[config.mk]
export PLATFORM = sky130hd
export DESIGN_NAME = ieee_adder_pipe
export DESIGN_NICKNAME = d
export VERILOG_FILES = /design/src/rtl/ieee_fp_pkg.sv /design/src/rtl/ieee_adder_lzc.sv /design/src/rtl/ieee_adder_pipe.sv
export SDC_FILE = /design/constraint.sdc
export NUM_CORES = 1
export LEC_CHECK = 0
export ABC_AREA = 1
export ABC_CLOCK_PERIOD_IN_PS = 15000
export CAP_MARGIN = 20
export CORE_MARGIN = 2
export CORE_UTILIZATION = 35
export DETAILED_ROUTE_END_ITERATION = 8
export SLEW_MARGIN = 10
export SYNTH_ARGS = -nofsm -noshare
export SYNTH_HDL_FRONTEND = slang
export SYNTH_SLANG_ARGS = --single-unit
[constraint.sdc]
create_clock -name clk_i -period 15 [get_ports clk_i]
set_input_delay 2.25 -clock clk_i [delete_from_list [all_inputs] [get_ports clk_i]]
set_output_delay 2.25 -clock clk_i [all_outputs]
set_load 0.02 [all_outputs]
[src/rtl/ieee_fp_pkg.sv]
// Shared definitions for the pipelined IEEE-754 adder: default field widths,
// guard/round/sticky width and the result-class tag carried down the pipe.
package ieee_fp_pkg;

  localparam int DEF_EXP_W  = 8;
  localparam int DEF_FRAC_W = 23;
  localparam int DEF_TAG_W  = 4;

  // Guard, round and sticky bits kept below the significand LSB.
  localparam int GRS_W = 3;

  // Result class decided in S1, applied when packing in S4.
  typedef enum logic [1:0] {
    RC_NUM = 2'd0,
    RC_INF = 2'd1,
    RC_NAN = 2'd2
  } res_cls_e;

endpackage

[src/rtl/ieee_adder_lzc.sv]
// Combinational leading-zero counter. All-zero input returns WIDTH.
module ieee_adder_lzc
  import ieee_fp_pkg::*;
#(
  parameter int WIDTH = DEF_FRAC_W + 1 + GRS_W,
  parameter int CNT_W = $clog2(WIDTH + 1)
) (
  input  logic [WIDTH-1:0] data_i,
  output logic [CNT_W-1:0] cnt_o
);

  // Scan LSB to MSB so the highest set bit has the final say.
  always_comb begin
    cnt_o = CNT_W'(WIDTH);
    for (int i = 0; i < WIDTH; i++) begin
      if (data_i[i]) cnt_o = CNT_W'(WIDTH - 1 - i);
    end
  end

endmodule

[src/rtl/ieee_adder_pipe.sv]
// Four-stage IEEE-754 add/subtract with valid/ready flow control.
//   S1 unpack/swap/align, S2 add/sub, S3 normalise, S4 round/pack.
// Define IEEE_ADDER_SPECIALS_EN to give the all-ones exponent Inf/NaN meaning;
// otherwise it is an ordinary finite exponent and overflow saturates.
module ieee_adder_pipe
  import ieee_fp_pkg::*;
#(
  parameter int EXP_W  = DEF_EXP_W,
  parameter int FRAC_W = DEF_FRAC_W,
  parameter int TAG_W  = DEF_TAG_W
) (
  input  logic                        clk_i,
  input  logic                        rst_i,
  input  logic                        in_valid_i,
  output logic                        in_ready_o,
  input  logic [EXP_W+FRAC_W:0]       in_a_i,
  input  logic [EXP_W+FRAC_W:0]       in_b_i,
  input  logic                        in_sub_i,
  input  logic [TAG_W-1:0]            in_tag_i,
  output logic                        out_valid_o,
  input  logic                        out_ready_i,
  output logic [EXP_W+FRAC_W:0]       out_c_o,
  output logic [TAG_W-1:0]            out_tag_o
);

  localparam int W      = 1 + EXP_W + FRAC_W;
  localparam int SW     = FRAC_W + 1 + GRS_W;   // hidden + fraction + GRS
  localparam int CW     = $clog2(SW + 1);
  localparam int STAGES = 4;

  localparam logic [EXP_W-1:0] EXP_ONES = '1;
  localparam logic [W-1:0]     QNAN     = {1'b0, EXP_ONES, 1'b1, {(FRAC_W-1){1'b0}}};

  typedef struct packed {
    logic               sign;
    logic               eff_sub;
    logic [EXP_W-1:0]   exp;
    logic [SW-1:0]      xm;
    logic [SW-1:0]      ym;
    res_cls_e           cls;
    logic [TAG_W-1:0]   tag;
  } s1_t;

  typedef struct packed {
    logic               sign;
    logic               eff_sub;
    logic [EXP_W-1:0]   exp;
    logic [SW:0]        sum;
    res_cls_e           cls;
    logic [TAG_W-1:0]   tag;
  } s2_t;

  typedef struct packed {
    logic               sign;
    logic [EXP_W:0]     exp;     // one bit of headroom for carry/round overflow
    logic [SW-1:0]      m;
    res_cls_e           cls;
    logic [TAG_W-1:0]   tag;
  } s3_t;

  s1_t s1_d, s1_q;
  s2_t s2_d, s2_q;
  s3_t s3_d, s3_q;
  logic [W-1:0]     out_c_q;
  logic [TAG_W-1:0] out_tag_q;
  logic [STAGES:1]  vld_q;

  // Stage k loads when empty or when the stage after it loads.
  logic ld_s1, ld_s2, ld_s3, ld_s4;
  assign ld_s4 = !vld_q[4] || out_ready_i;
  assign ld_s3 = !vld_q[3] || ld_s4;
  assign ld_s2 = !vld_q[2] || ld_s3;
  assign ld_s1 = !vld_q[1] || ld_s2;

  assign in_ready_o  = ld_s1;
  assign out_valid_o = vld_q[4];
  assign out_c_o     = out_c_q;
  assign out_tag_o   = out_tag_q;

  // ---------------- S1: unpack, order by magnitude, align ----------------
  logic [W-1:0]     bx, x, y;
  logic [EXP_W-1:0] ex, ey, ex_eff, ey_eff, dexp;
  logic [SW-1:0]    ym_raw, lost_mask;
`ifdef IEEE_ADDER_SPECIALS_EN
  logic x_nan, y_nan, x_inf, y_inf;
`endif

  // Swap so |X| >= |Y|; raw magnitude bits order correctly for finite values.
  always_comb begin
    bx = {in_b_i[W-1] ^ in_sub_i, in_b_i[W-2:0]};
    if (in_a_i[W-2:0] >= bx[W-2:0]) begin
      x = in_a_i;
      y = bx;
    end else begin
      x = bx;
      y = in_a_i;
    end
    ex        = x[W-2:FRAC_W];
    ey        = y[W-2:FRAC_W];
    ex_eff    = (ex == '0) ? EXP_W'(1) : ex;
    ey_eff    = (ey == '0) ? EXP_W'(1) : ey;
    dexp      = ex_eff - ey_eff;
    ym_raw    = {|ey, y[FRAC_W-1:0], {GRS_W{1'b0}}};
    lost_mask = ~({SW{1'b1}} << dexp);

    s1_d         = '0;
    s1_d.sign    = x[W-1];
    s1_d.eff_sub = x[W-1] ^ y[W-1];
    s1_d.exp     = ex_eff;
    s1_d.xm      = {|ex, x[FRAC_W-1:0], {GRS_W{1'b0}}};
    s1_d.tag     = in_tag_i;
    s1_d.cls     = RC_NUM;
    // Far shifts leave only the sticky bit of Y.
    if (32'(dexp) >= 32'(SW - 1))
      s1_d.ym = {{(SW-1){1'b0}}, |ym_raw};
    else
      s1_d.ym = (ym_raw >> dexp) | {{(SW-1){1'b0}}, |(ym_raw & lost_mask)};
`ifdef IEEE_ADDER_SPECIALS_EN
    x_nan = (&ex) && (|x[FRAC_W-1:0]);
    y_nan = (&ey) && (|y[FRAC_W-1:0]);
    x_inf = (&ex) && !(|x[FRAC_W-1:0]);
    y_inf = (&ey) && !(|y[FRAC_W-1:0]);
    // Any infinity sorts into X, so the Inf result takes X's sign.
    if (x_nan || y_nan || (x_inf && y_inf && s1_d.eff_sub))
      s1_d.cls = RC_NAN;
    else if (x_inf || y_inf)
      s1_d.cls = RC_INF;
`endif
  end

  // ---------------- S2: significand add/sub ----------------
  always_comb begin
    s2_d         = '0;
    s2_d.sign    = s1_q.sign;
    s2_d.eff_sub = s1_q.eff_sub;
    s2_d.exp     = s1_q.exp;
    s2_d.cls     = s1_q.cls;
    s2_d.tag     = s1_q.tag;
    if (s1_q.eff_sub)
      s2_d.sum = {1'b0, s1_q.xm} - {1'b0, s1_q.ym};
    else
      s2_d.sum = {1'b0, s1_q.xm} + {1'b0, s1_q.ym};
  end

  // ---------------- S3: normalise ----------------
  logic [CW-1:0]    lz;
  logic [EXP_W-1:0] room;

  ieee_adder_lzc #(.WIDTH(SW), .CNT_W(CW)) u_lzc (
    .data_i (s2_q.sum[SW-1:0]),
    .cnt_o  (lz)
  );

  // Carry shifts right once; cancellation shifts left but never below exp 1,
  // which leaves subnormal results unnormalised.
  always_comb begin
    int sh;
    sh       = 0;
    room     = s2_q.exp - EXP_W'(1);
    s3_d     = '0;
    s3_d.cls = s2_q.cls;
    s3_d.tag = s2_q.tag;
    // Exact zero from a true subtraction is +0; same-sign zeros keep their sign.
    s3_d.sign = (s2_q.sum == '0 && s2_q.eff_sub) ? 1'b0 : s2_q.sign;
    if (s2_q.sum[SW]) begin
      s3_d.m   = {s2_q.sum[SW:2], |s2_q.sum[1:0]};
      s3_d.exp = {1'b0, s2_q.exp} + 1'b1;
    end else begin
      sh       = (int'(lz) > int'(room)) ? int'(room) : int'(lz);
      s3_d.m   = s2_q.sum[SW-1:0] << sh;
      s3_d.exp = {1'b0, s2_q.exp} - (EXP_W+1)'(sh);
    end
  end

  // ---------------- S4: round to nearest even, pack ----------------
  logic               rup;
  logic [FRAC_W+1:0]  rs;
  logic [EXP_W:0]     e_fin;
  logic [FRAC_W-1:0]  frac_fin;
  logic [W-1:0]       res;

  // A rounded significand without the hidden bit packs with exponent field 0.
  always_comb begin
    rup = s3_q.m[2] & (s3_q.m[1] | s3_q.m[0] | s3_q.m[3]);
    rs  = {1'b0, s3_q.m[SW-1:GRS_W]} + (FRAC_W+2)'(rup);
    if (rs[FRAC_W+1]) begin
      e_fin    = s3_q.exp + 1'b1;
      frac_fin = rs[FRAC_W:1];
    end else begin
      e_fin    = rs[FRAC_W] ? s3_q.exp : '0;
      frac_fin = rs[FRAC_W-1:0];
    end
    res = {s3_q.sign, e_fin[EXP_W-1:0], frac_fin};
`ifdef IEEE_ADDER_SPECIALS_EN
    if (e_fin >= {1'b0, EXP_ONES}) res = {s3_q.sign, EXP_ONES, {FRAC_W{1'b0}}};
`else
    if (e_fin > {1'b0, EXP_ONES}) res = {s3_q.sign, EXP_ONES, {FRAC_W{1'b1}}};
`endif
    if (s3_q.cls == RC_NAN)      res = QNAN;
    else if (s3_q.cls == RC_INF) res = {s3_q.sign, EXP_ONES, {FRAC_W{1'b0}}};
  end

  // Stage valid bits advance only where the stage loads.
  always_ff @(posedge clk_i) begin
    if (rst_i) begin
      vld_q <= '0;
    end else begin
      if (ld_s1) vld_q[1] <= in_valid_i;
      if (ld_s2) vld_q[2] <= vld_q[1];
      if (ld_s3) vld_q[3] <= vld_q[2];
      if (ld_s4) vld_q[4] <= vld_q[3];
    end
  end

  // Payload registers capture only real operations so bubbles never disturb them.
  always_ff @(posedge clk_i) begin
    if (ld_s1 && in_valid_i) s1_q <= s1_d;
    if (ld_s2 && vld_q[1])   s2_q <= s2_d;
    if (ld_s3 && vld_q[2])   s3_q <= s3_d;
  end

  // Output register holds its value while the consumer stalls.
  always_ff @(posedge clk_i) begin
    if (rst_i) begin
      out_c_q   <= '0;
      out_tag_q <= '0;
    end else if (ld_s4 && vld_q[3]) begin
      out_c_q   <= res;
      out_tag_q <= s3_q.tag;
    end
  end

endmodule
* Yosys cells after proc, flatten, opt, wreduce, memory -nomap -nowiden
Index checks and enable logic that the tools add are counted.
** Cells by class
- Bitwise logic cells :: 8
- Mux-type cells :: 39
- Shift-type cells :: 3
- Add/subtract/negate cells :: 8
- Reduce and logical (&&, ||, !) cells :: 21
- $lt $le $gt $ge :: 4
** Operators by type and width (number)
- $mux W5 :: 16
- $mux W32 :: 2
- $mux W36 :: 1
- $mux W4 :: 8
- $ge A31 B31 Y1 :: 1
- $mux W31 :: 1
- $reduce_or A31 Y1 :: 1
- $add A27 B27 Y28 :: 1
- $logic_not A28 Y1 :: 1
- $mux W28 :: 1
- $sub A27 B27 Y28 :: 1
- $and A27 B27 Y27 :: 1
- $not A27 Y27 :: 1
- $or A27 B1 Y27 :: 1
- $reduce_or A27 Y1 :: 1
- $shl A27 B8 Y27 :: 1
- $shl A27 B8 Y27 const A :: 1
- $shr A27 B8 Y27 :: 1
- $add A24 B1 Y25 :: 1
- $mux W8 :: 3
- $mux W23 :: 1
- $mux W9 :: 2
- $logic_not A8 Y1 :: 2
- $reduce_or A8 Y1 :: 2
- other kinds (17) :: 31
** Storage, ports and cells
- Logic and storage cells :: 106
- Flip-flop bits (word level) :: 188
- Output and inout bits :: 38
- Input bits :: 73

* Longest topological paths before layout
Gate-level depths: netlist of the first run.
- Word-level depth :: 31
- Mapped depth :: 52
- Depth with buffers taken out :: 51

* Cells and area by module
From an unflattened synthesis of the first run, not the netlist that was laid out.
** Unflattened totals
- Cell total of the unflattened synthesis :: 2296
- Area, all modules :: 15977.8 sq um
** Modules (own cells, without submodules)
- ieee_adder_pipe :: cells each 2216, sequential area each 5245.0 sq um, area each 15625.0 sq um, times used 1
- ieee_adder_lzc :: cells each 80, sequential area each 0.0 sq um, area each 352.8 sq um, times used 1

* Worst setup path after synthesis of the first run
Ideal clock, no wire load.
- Kind :: input to register
- Start :: input in_b_i[18]
- End :: register s1_q[6] in the netlist's numbering (data pin)
- Required time :: 14.736 ns
- Arrival :: 7.059 ns
- Buffers on the path :: 4
- Library setup time :: 0.264 ns
- Path slack :: 7.677 ns
- Stages on the path :: 41
- Cells stage by stage :: inv_1 -> ha_1 -> a21oi_1 -> o21ai_0 -> nand2_1 -> o211ai_1 -> a211oi_1 -> nand3_1 -> buf_4 -> inv_1 -> buf_2 -> clkbuf_1 -> nand2_1 -> o21ai_0 -> inv_1 -> nor4_1 -> a21oi_1 -> ha_1 -> (+5 left out) -> nor2_1 -> nor2_1 -> xnor2_1 -> inv_1 -> nand2_1 -> buf_4 -> clkinv_1 -> nand2_1 -> o22ai_1 -> inv_1 -> nand2_1 -> o21a_1 -> o21ai_0 -> nand2_1 -> o21ai_0 -> nand2_1 -> nand3_1 -> nand3b_1
** RTL lines
- start, declared :: RTL line ieee_adder_pipe.sv:17 : input logic [EXP_W+FRAC_W:0] in_b_i,
- end signal, assigned :: RTL line ieee_adder_pipe.sv:217 : if (ld_s1 && in_valid_i) s1_q <= s1_d;
- end, declared :: RTL line ieee_adder_pipe.sv:61 : s1_t s1_d, s1_q;

==> reports/metrics.csv, run 1 <==
stage,metric,value,unit
global_route,first-pass GRT wire length,69.5,mm
floorplanning,Die Y-Extent,210,um
yosys,"FF+latch count, synth",188,
clocking,Hold Buf Count CTS,0,
timing,RSZ-0062 raised after global routing,false,
timing,WHS,420,ps
floorplanning,Starting Density,35.4,%
yosys,sequential area share after synthesis,35.3,%
yosys,Mapped Area,0.0149,mm2
yosys,Yosys top cell area share,29.9,%
timing,Slew Limit Fails,0,
detailed_routing,drt pass-1 iters,5,
critical_path,crit path capture type,flip-flop,
clocking,Post-CTS Setup Bufs,0,
floorplanning,row count,75,
clocking,CTS Sinks,188,
clocking,Worst-path clk slew,70,ps
layout,Final Non-Filler Cells,2636,
global_route,Total GRT Usage,19.8,%
detailed_routing,via count,13933,
yosys,Synth Flop Type,edfxtp_1,
yosys,most common cell in the netlist,nand2_1,
clocking,clock buffer depth,2,
critical_path,CP max stage delay,610,ps
detailed_routing,DRC errors left,0,
yosys,Commonest cells post-synth,"nand2_1, inv_1, nand3_1",
flow_run,maxcap violations,0,
power_and_ir_drop,Lkg Pwr,7.38,nW
detailed_routing,Vias/cell,5.29,
floorplanning,Die Footprint,0.0441,mm2
place,placed cell count,2604,
yosys,Syn Nets,2199,
timing,Setup TNS,0,ps
place,dpl hpwl,34.1,mm
clocking,Inserted Clock Buffers,17,
yosys,Syn Inst Count,2019,
layout,Area Growth Syn to Fin,14.5,%
layout,ANT cells,0,
timing,Setup Skew,10.3,ps
detailed_routing,final antenna-violating net count,0,
clocking,CTS tree,built,
global_route,largest net degree at the start of global routing,102,
critical_path,crit path max fanout,101,
yosys,post-synth cell types,65,
place,routability cong.,0.952,
detailed_routing,final wirelength,42.7,mm
layout,Nets,2264,
yosys,Post-synth EDFFs,148,
clocking,PostCTS Resize Cnt,0,
clocking,clock root buffer,clkbuf_16,
timing,actual slew at the worst max-slew pin,1000,ps
power_and_ir_drop,power per standard cell area,112,mW/mm2
critical_path,slowest CP cell,buf_4,
worst_hold_path,hold depth,0,
power_and_ir_drop,Peak VDD IR,0.0000863,V
timing,max_slew headroom,33.0,%
timing,Achievable Freq,104,MHz
timing,min Tclk post-route,9590,ps
yosys,Mapped Avg Cell Area,7.36,um2
clocking,CTS H-tree lvls,4,
detailed_routing,Detailed Route Iter0 Violations,1193,
detailed_routing,post-DR wirelength/cell,16.2,um
worst_hold_path,worst min-delay path class,reg2reg,
floorplanning,die width,210,um
floorplanning,io pins,111,
critical_path,WS Path Type,in2reg,
timing,Final Hold Viols,0,
yosys,main area contributors after synthesis,"edfxtp_1, nand2_1, ha_1",
global_route,vias in the first global route,13710,
yosys,asr flop ratio synth,0,%
timing,endpoints failing setup,0,
critical_path,CP Data Arrival Time,9780,ps
global_route,antenna violations before repair,0,
yosys,Yosys warnings,0,
outcome,outcome,finished clean,
global_route,grt ovf,0,
clocking,latest clock arrival within the worst-skew pair,450,ps
layout,share of layout cells above drive strength 1,4.15,%
floorplanning,core area,0.0419,mm2
critical_path,required time of the worst setup path,15190,ps
critical_path,startpoint types,primary input,
timing,fin crit share,63.9,%
place,IO buf count,110,
yosys,cell taking the most area after synthesis,edfxtp_1,
layout,FILL cells,4322,
critical_path,path depth of the worst reg2reg path,50,
## cell type report
type | instances | area, um2 | share of cell area (%)
multi-input cells | 1476 | 8250 | 48.5
flip-flops and latches | 188 | 5250 | 30.8
repair buffers | 127 | 1230 | 7.22
inverters | 274 | 1030 | 6.08
well taps | 539 | 674 | 3.96
clock buffers | 17 | 425 | 2.50
clock inverters | 15 | 158 | 0.927
## worst max-delay path: cells and delay by family
kind	cells	cell delay, ps
buffers and inverters	9	2460
and+or+nand+nor	13	2200
AOI/OAI and AO/OA	10	1930
adders and majority gates	3	760
xor gates and xnor gates	1	130
## cell usage in the layout, fill, tap and decap left out, types with 3 or more instances in the layout
cell	n
a21boi_0	6
a21o_1	3
a21oi_1	121
a31oi_1	14
buf_4	17
clkbuf_16	17
clkdlybuf4s50_1	110
clkinv_1	3
clkinv_2	4
dfxtp_1	40
edfxtp_1	148
fa_1	3
ha_1	104
inv_1	264
inv_2	6
inv_6	5
mux2i_1	7
nand2_1	441
nand2_2	5
nand3_1	211
nand3_2	3
nand4_1	31
nor2_1	112
nor2_2	7
nor3_1	14
nor4_1	9
o2111ai_1	3
o211ai_1	10
o21a_1	8
o21ai_0	204
o21ai_1	10
o21bai_1	9
o221ai_1	12
o22ai_1	28
o31ai_1	10
xnor2_1	13
xor2_1	43
## path summary, 6_finish.rpt
path / startpoint / to / slack [ps]
max: in_b_i[30] / s1_q[6] / 5410
min: s1_q[2] / s2_q[2] / 420
min reg2reg: s1_q[2] / s2_q[2] / 420
max reg2reg: s2_q[6] / s3_q[40] / 8730
## registers in the layout, summed over array words and instances (netlist names)
| name | count |
|---|---|
| out_c_o | 32 |
| s3_q | 41 |
| out_tag_o | 4 |
| s1_q | 65 |
| vld_q | 4 |
| s2_q | 42 |
## cells by family (layout without fill, tap and decap cells)
logic type | Yosys count | in the layout | share of synthesized area (%)
DFF | 188 | 188 | 35.3
and+or+nand+nor | 849 | 849 | 24.9
AOI/OAI and AO/OA | 456 | 456 | 17.4
adders and majority gates | 107 | 107 | 9.16
buffers and inverters | 355 | 433 | 9.36
muxes | 7 | 7 | 0.472
xor gates and xnor gates | 57 | 57 | 3.36
## per-layer routing
metal | share of wire (%) | wire length (um) | global-route usage, %
met1 | 43 | 18500 | 23.9
met2 | 49 | 20800 | 34.7
met3 | 3.5 | 1500 | 2.18
met4 | 4.5 | 1910 | 10.1
met5 | 0 | 0 | 0
## per-stage QoR
step           util, %  total power, mW  instance area, um2  setup slack [ps]
6_report          40.6             1.91               17000              5410
5_1_grt           40.6             2.05               17000              4520
2_1_floorplan        -             1.23               14900              7680
4_1_cts           40.6             1.91               17000              5430
3_5_place_dp      39.2             1.46               16400              4960
3_3_place_gp      39.2             1.46               16400              5150
## power by group
part | switching, mW | internal (mW) | total [mW]
Sequential | 0.0282 | 0.622 | 0.650
Clock | 0.201 | 0.248 | 0.449
Combinational | 0.550 | 0.258 | 0.807
Total | 0.779 | 1.13 | 1.91
Power figures use the tool's default switching activity.
==> inputs of run 2 (changes only) <==
--- a/config.mk
+++ b/config.mk
@@ -6,7 +6,7 @@
 export NUM_CORES = 1
 export LEC_CHECK = 0
 export ABC_AREA = 1
-export ABC_CLOCK_PERIOD_IN_PS = 15000
+export ABC_CLOCK_PERIOD_IN_PS = 8200
 export CAP_MARGIN = 20
 export CORE_MARGIN = 2
 export CORE_UTILIZATION = 35
==> constraint.sdc (replaced) <==
create_clock -name clk_i -period 8.2 [get_ports clk_i]
set_input_delay 1.23 -clock clk_i [delete_from_list [all_inputs] [get_ports clk_i]]
set_output_delay 1.23 -clock clk_i [all_outputs]
set_load 0.02 [all_outputs]
==> reports/metrics.csv, run 2 (synthesis results as in run 1) <==
stage,metric,value,unit
timing,RSZ-0062 raised after global routing,false,
clocking,latest clock arrival within the worst-skew pair,460,ps
layout,share of layout cells above drive strength 1,4.29,%
timing,endpoints failing setup,0,
power_and_ir_drop,power per standard cell area,207,mW/mm2
detailed_routing,final wirelength,43.3,mm
floorplanning,Die Footprint,0.0441,mm2
critical_path,CP Data Arrival Time,7760,ps
global_route,antenna violations before repair,0,
detailed_routing,drt pass-1 iters,5,
clocking,clock buffer depth,2,
layout,ANT cells,0,
timing,Setup TNS,0,ps
worst_hold_path,hold endpoint,s2_q[1],
critical_path,path depth of the worst reg2reg path,47,
timing,Achievable Freq,132,MHz
global_route,busiest grt layer,met2,
detailed_routing,Vias/cell,5.28,
global_route,grt ovf,0,
critical_path,worst r2r src,s2_q[6],
timing,actual slew at the worst max-slew pin,1110,ps
critical_path,CP max stage delay,450,ps
global_route,M3 GR Usage,2.16,%
layout,most frequent cells in the layout,"nand2_1, inv_1, nand3_1",
critical_path,WP buf/inv,8,
layout,Area Growth Syn to Fin,14.8,%
critical_path,required time of the worst setup path,8400,ps
critical_path,WP depth,40,
global_route,first-pass GRT wire length,69.3,mm
clocking,CTS tree,built,
flow_run,maxcap violations,0,
critical_path,WS Path Type,in2reg,
worst_hold_path,hold depth,0,
layout,most flop-heavy register,s1_q,
detailed_routing,DRC errors left,0,
layout,max FFs per register,65,
place,dpl hpwl,34.5,mm
outcome,outcome,finished clean,
clocking,Post-CTS Setup Bufs,0,
floorplanning,row count,75,
floorplanning,core area,0.0419,mm2
place,routability cong.,0.926,
global_route,largest net degree at the start of global routing,77,
clocking,CTS Sinks,188,
power_and_ir_drop,Peak VDD IR,0.000159,V
timing,Setup Skew,9.05,ps
floorplanning,Die Y-Extent,210,um
timing,Slew Limit Fails,0,
power_and_ir_drop,power after layout,3.54,mW
critical_path,R2R Path End,s3_q[41],
clocking,Worst-path clk slew,70,ps
detailed_routing,via count,13937,
clocking,Inserted Clock Buffers,17,
critical_path,crit path max fanout,26,
clocking,CTS H-tree lvls,4,
critical_path,slowest CP cell,clkdlybuf4s50_1,
layout,biggest regs,"s1_q x65, s2_q x42, s3_q x41",
detailed_routing,post-DR wirelength/cell,16.4,um
critical_path,startpoint types,primary input,
global_route,vias in the first global route,13564,
floorplanning,Starting Density,35.4,%
detailed_routing,final antenna-violating net count,0,
layout,"commonest non-fill, non-tap cell in the layout",nand2_1,
floorplanning,io pins,111,
timing,max_slew headroom,25.7,%
worst_hold_path,worst min-delay path class,reg2reg,
place,IO buf count,110,
critical_path,internal reg-to-reg setup slack,1890,ps
timing,min Tclk post-route,7560,ps
detailed_routing,Detailed Route Iter0 Violations,1127,
critical_path,crit path capture type,flip-flop,
power_and_ir_drop,Lkg Pwr,7.40,nW
floorplanning,die width,210,um
clocking,clock root buffer,clkbuf_16,
global_route,Total GRT Usage,19.8,%
critical_path,Crit path max-delay family,simple AND/OR/NAND/NOR gates,
layout,Nets,2267,
global_route,met2 Use GR,35.7,%
timing,Final Hold Viols,0,
global_route,GRT met1 Usage,23.7,%
timing,fin crit share,92.2,%
worst_hold_path,hold path startpoint,s1_q[1],
-- run 2: cell count changes in the layout (fill, tap and decap cells not counted), sizes merged --
cell,change
buf,+3
inv,-1
clkinv,-1
clkinvlp,+2
-- run 2: how the worst max path moves through the flow --
stage / endpoint / start / slack (ps)
2_1_floorplan: s1_q[6] / in_b_i[18] / 1900
3_3_place_gp: s1_q[6] / in_b_i[4] / 310
3_5_place_dp: s1_q[6] / in_b_i[16] / 200
4_1_cts: s1_q[6] / in_b_i[16] / 670
5_1_grt: s1_q[6] / in_b_i[2] / 30
6_report: s1_q[6] / in_b_i[2] / 640
-- run 2: layer usage --
layer  vias to the layer above  part of all wire (%)  wire length (um)
met4                         0                   3.8              1660
met5                         -                     0                 0
met2                       389                    49             21300
li1                       7038                     -                 -
met3                        83                   3.4              1480
met1                      6427                    43             18800
-- run 2: final cells by class --
cell class                      count  area (um2)
Inverter                          274        1030
Clock buffer                       17         425
Tap cell                          539         674
Fill cell                        4381       24900
Multi-Input combinational cell   1476        8250
Timing Repair Buffer              130        1250
Sequential cell                   188        5250
Clock inverter                     15         183
-- run 2: stage by stage --
| stage | instances | instance area, um2 | util (%) | setup WS (ps) | hold WS (ps) |
|---|---|---|---|---|---|
| finish | 2639 | 17100 | 40.7 | 641 | 423 |
| global route | 2639 | 17100 | 40.7 | 26.7 | 431 |
| floorplan | 2019 | 14900 | - | 1900 | 400 |
| CTS | 2639 | 17100 | 40.7 | 669 | 425 |
| global placement | 2607 | 16500 | 39.2 | 307 | 407 |
| detailed placement | 2607 | 16500 | 39.2 | 203 | 406 |
-- run 2: what timing repair did --
| item | in CTS | in global routing |
|---|---|---|
| endpoints found under the hold margin | 0 | 0 |
| hold buffers | 0 | 0 |
| gates resized for setup | 0 | 1 |
| setup endpoints to repair | 0 | 1 |
-- run 2: report_power, final --
group / total [mW] / internal, mW / switching (mW)
Combinational: 1.50 / 0.479 / 1.02
Clock: 0.850 / 0.460 / 0.389
Sequential: 1.19 / 1.14 / 0.0532
Total: 3.54 / 2.08 / 1.46
==> inputs of run 3 (changes only) <==
--- a/config.mk
+++ b/config.mk
@@ -11,6 +11,8 @@
 export CORE_MARGIN = 2
 export CORE_UTILIZATION = 35
 export DETAILED_ROUTE_END_ITERATION = 8
+export PLACE_DENSITY = 0.65
+export SETUP_SLACK_MARGIN = 0.1
 export SLEW_MARGIN = 10
 export SYNTH_ARGS = -nofsm -noshare
 export SYNTH_HDL_FRONTEND = slang
==> reports/metrics.csv, run 3 (synthesis results as in run 1) <==
stage,metric,value,unit
outcome,outcome,finished clean,
critical_path,CP endpoint,s1_q[6],
clocking,latest clock arrival within the worst-skew pair,450,ps
layout,most flop-heavy register,s1_q,
critical_path,crit path capture type,flip-flop,
detailed_routing,Vias/cell,5.32,
power_and_ir_drop,Lkg Pwr,7.38,nW
layout,share of layout cells above drive strength 1,4.28,%
floorplanning,core area,0.0419,mm2
timing,Final Hold Viols,0,
power_and_ir_drop,Peak VDD IR,0.000163,V
timing,actual slew at the worst max-slew pin,1040,ps
critical_path,worst setup path start,in_b_i[18],
floorplanning,Die Y-Extent,210,um
timing,Setup TNS,0,ps
timing,fin crit share,90.2,%
critical_path,slowest CP cell,nor2_1,
layout,ANT cells,0,
clocking,clock root buffer,clkbuf_16,
critical_path,required time of the worst setup path,8380,ps
clocking,Inserted Clock Buffers,17,
timing,Achievable Freq,135,MHz
critical_path,WP buf/inv,6,
clocking,CTS Sinks,188,
place,dpl hpwl,33.7,mm
timing,WHS,422,ps
critical_path,startpoint types,primary input,
global_route,antenna violations before repair,0,
flow_run,maxcap violations,0,
global_route,vias in the first global route,13461,
power_and_ir_drop,power per standard cell area,202,mW/mm2
critical_path,crit path max fanout,26,
timing,min Tclk post-route,7400,ps
place,routability cong.,0.957,
critical_path,CP Data Arrival Time,7580,ps
detailed_routing,post-DR wirelength/cell,16.0,um
timing,Setup Skew,10.5,ps
layout,biggest regs,"s1_q x65, s2_q x42, s3_q x41",
floorplanning,row count,75,
timing,Slew Limit Fails,0,
critical_path,internal reg-to-reg setup slack,1920,ps
detailed_routing,drt pass-1 iters,6,
floorplanning,io pins,111,
place,Place WS,404,ps
critical_path,worst r2r src,s2_q[6],
detailed_routing,final antenna-violating net count,0,
detailed_routing,Detailed Route Iter0 Violations,1029,
critical_path,WS Path Type,in2reg,
layout,most frequent cells in the layout,"nand2_1, inv_1, nand3_1",
global_route,largest net degree at the start of global routing,77,
critical_path,Crit path max-delay family,simple AND/OR/NAND/NOR gates,
detailed_routing,via count,14054,
worst_hold_path,worst min-delay path class,reg2reg,
detailed_routing,DRC errors left,0,
floorplanning,Die Footprint,0.0441,mm2
power_and_ir_drop,power after layout,3.44,mW
critical_path,path depth of the worst reg2reg path,47,
floorplanning,Starting Density,35.4,%
timing,final setup margin,800,ps
layout,"commonest non-fill, non-tap cell in the layout",nand2_1,
timing,RSZ-0062 raised after global routing,true,
layout,Nets,2269,
clocking,CTS tree,built,
layout,max FFs per register,65,
place,IO buf count,110,
layout,Final Core Density,40.6,%
critical_path,WP depth,32,
critical_path,R2R Path End,s3_q[41],
global_route,first-pass GRT wire length,67.9,mm
global_route,grt ovf,0,
clocking,clock buffer depth,2,
timing,max_slew headroom,30.4,%
clocking,CTS H-tree lvls,4,
detailed_routing,final wirelength,42.2,mm
clocking,Worst-path clk slew,70,ps
timing,endpoints failing setup,0,
critical_path,CP max stage delay,560,ps
global_route,Total GRT Usage,19.3,%
layout,Area Growth Syn to Fin,14.5,%
floorplanning,die width,210,um
-- run 3: cell types whose count changed in the layout (fill, tap and decap cells not counted), moves of 2 or more --
cell	change
buf_4	+2
bufinv_16	-2
clkinv_2	+2
inv_6	+4
inv_8	-3
-- run 3: how the worst min path moves through the flow --
| stage | from | to | slack, ps | cells after the start |
|---|---|---|---|---|
| after global placement | s2_q[0] | s3_q[0] | 410 | 0 |
| after floorplan | s1_q[0] | s2_q[0] | 400 | 0 |
| after global routing | s1_q[3] | s2_q[3] | 430 | 0 |
| final | s1_q[3] | s2_q[3] | 420 | 0 |
| after detailed placement | s1_q[3] | s2_q[3] | 400 | 0 |
| after CTS | s1_q[3] | s2_q[3] | 420 | 0 |
-- run 3: per-layer routing --
layer  vias to the layer above  wire [um]  track usage [%]
met5                         -          0                0
met4                         0       1780             9.12
met3                        98       1640             2.10
met2                       420      20300             34.0
met1                      6498      18400             23.6
li1                       7038          -                -
-- run 3: through the flow --
stage                     instance area [um2]  instances
after global routing                    17000       2641
after detailed placement                16500       2609
after floorplan                         14900       2019
after CTS                               17000       2641
final                                   17000       2641
after global placement                  16500       2609
-- run 3: report_power, final --
group	internal [mW]	leakage [nW]	total, mW	switching [mW]
Sequential	1.14	1.75	1.19	0.0544
Clock	0.393	0.259	0.763	0.370
Combinational	0.481	5.37	1.48	1.00
Total	2.01	7.38	3.44	1.43
-- run 3: worst register-to-register path: cells and delay by family (launching register included) --
family / cells / cell delay [ps]
simple gates: 33 / 2330
flops: 1 / 530
buf+inv: 2 / 1030
fa+ha+maj: 2 / 640
compound gates: 9 / 1390
xor+xnor: 1 / 120
-- run 3: what timing repair did --
action	in CTS	in global routing
setup buffers	0	0
gates resized for setup	0	1
hold buffers	0	0
setup endpoints to repair	0	2
endpoints found under the hold margin	0	0
-- run 3: final cells by class --
cell class,instances,area [um2]
fill,4253,24900
multi-input combinational,1476,8250
sequential,188,5250
timing repair buffer,132,1270
inverter,274,1030
tap,539,674
clock buffer,18,429
clock inverter,14,108
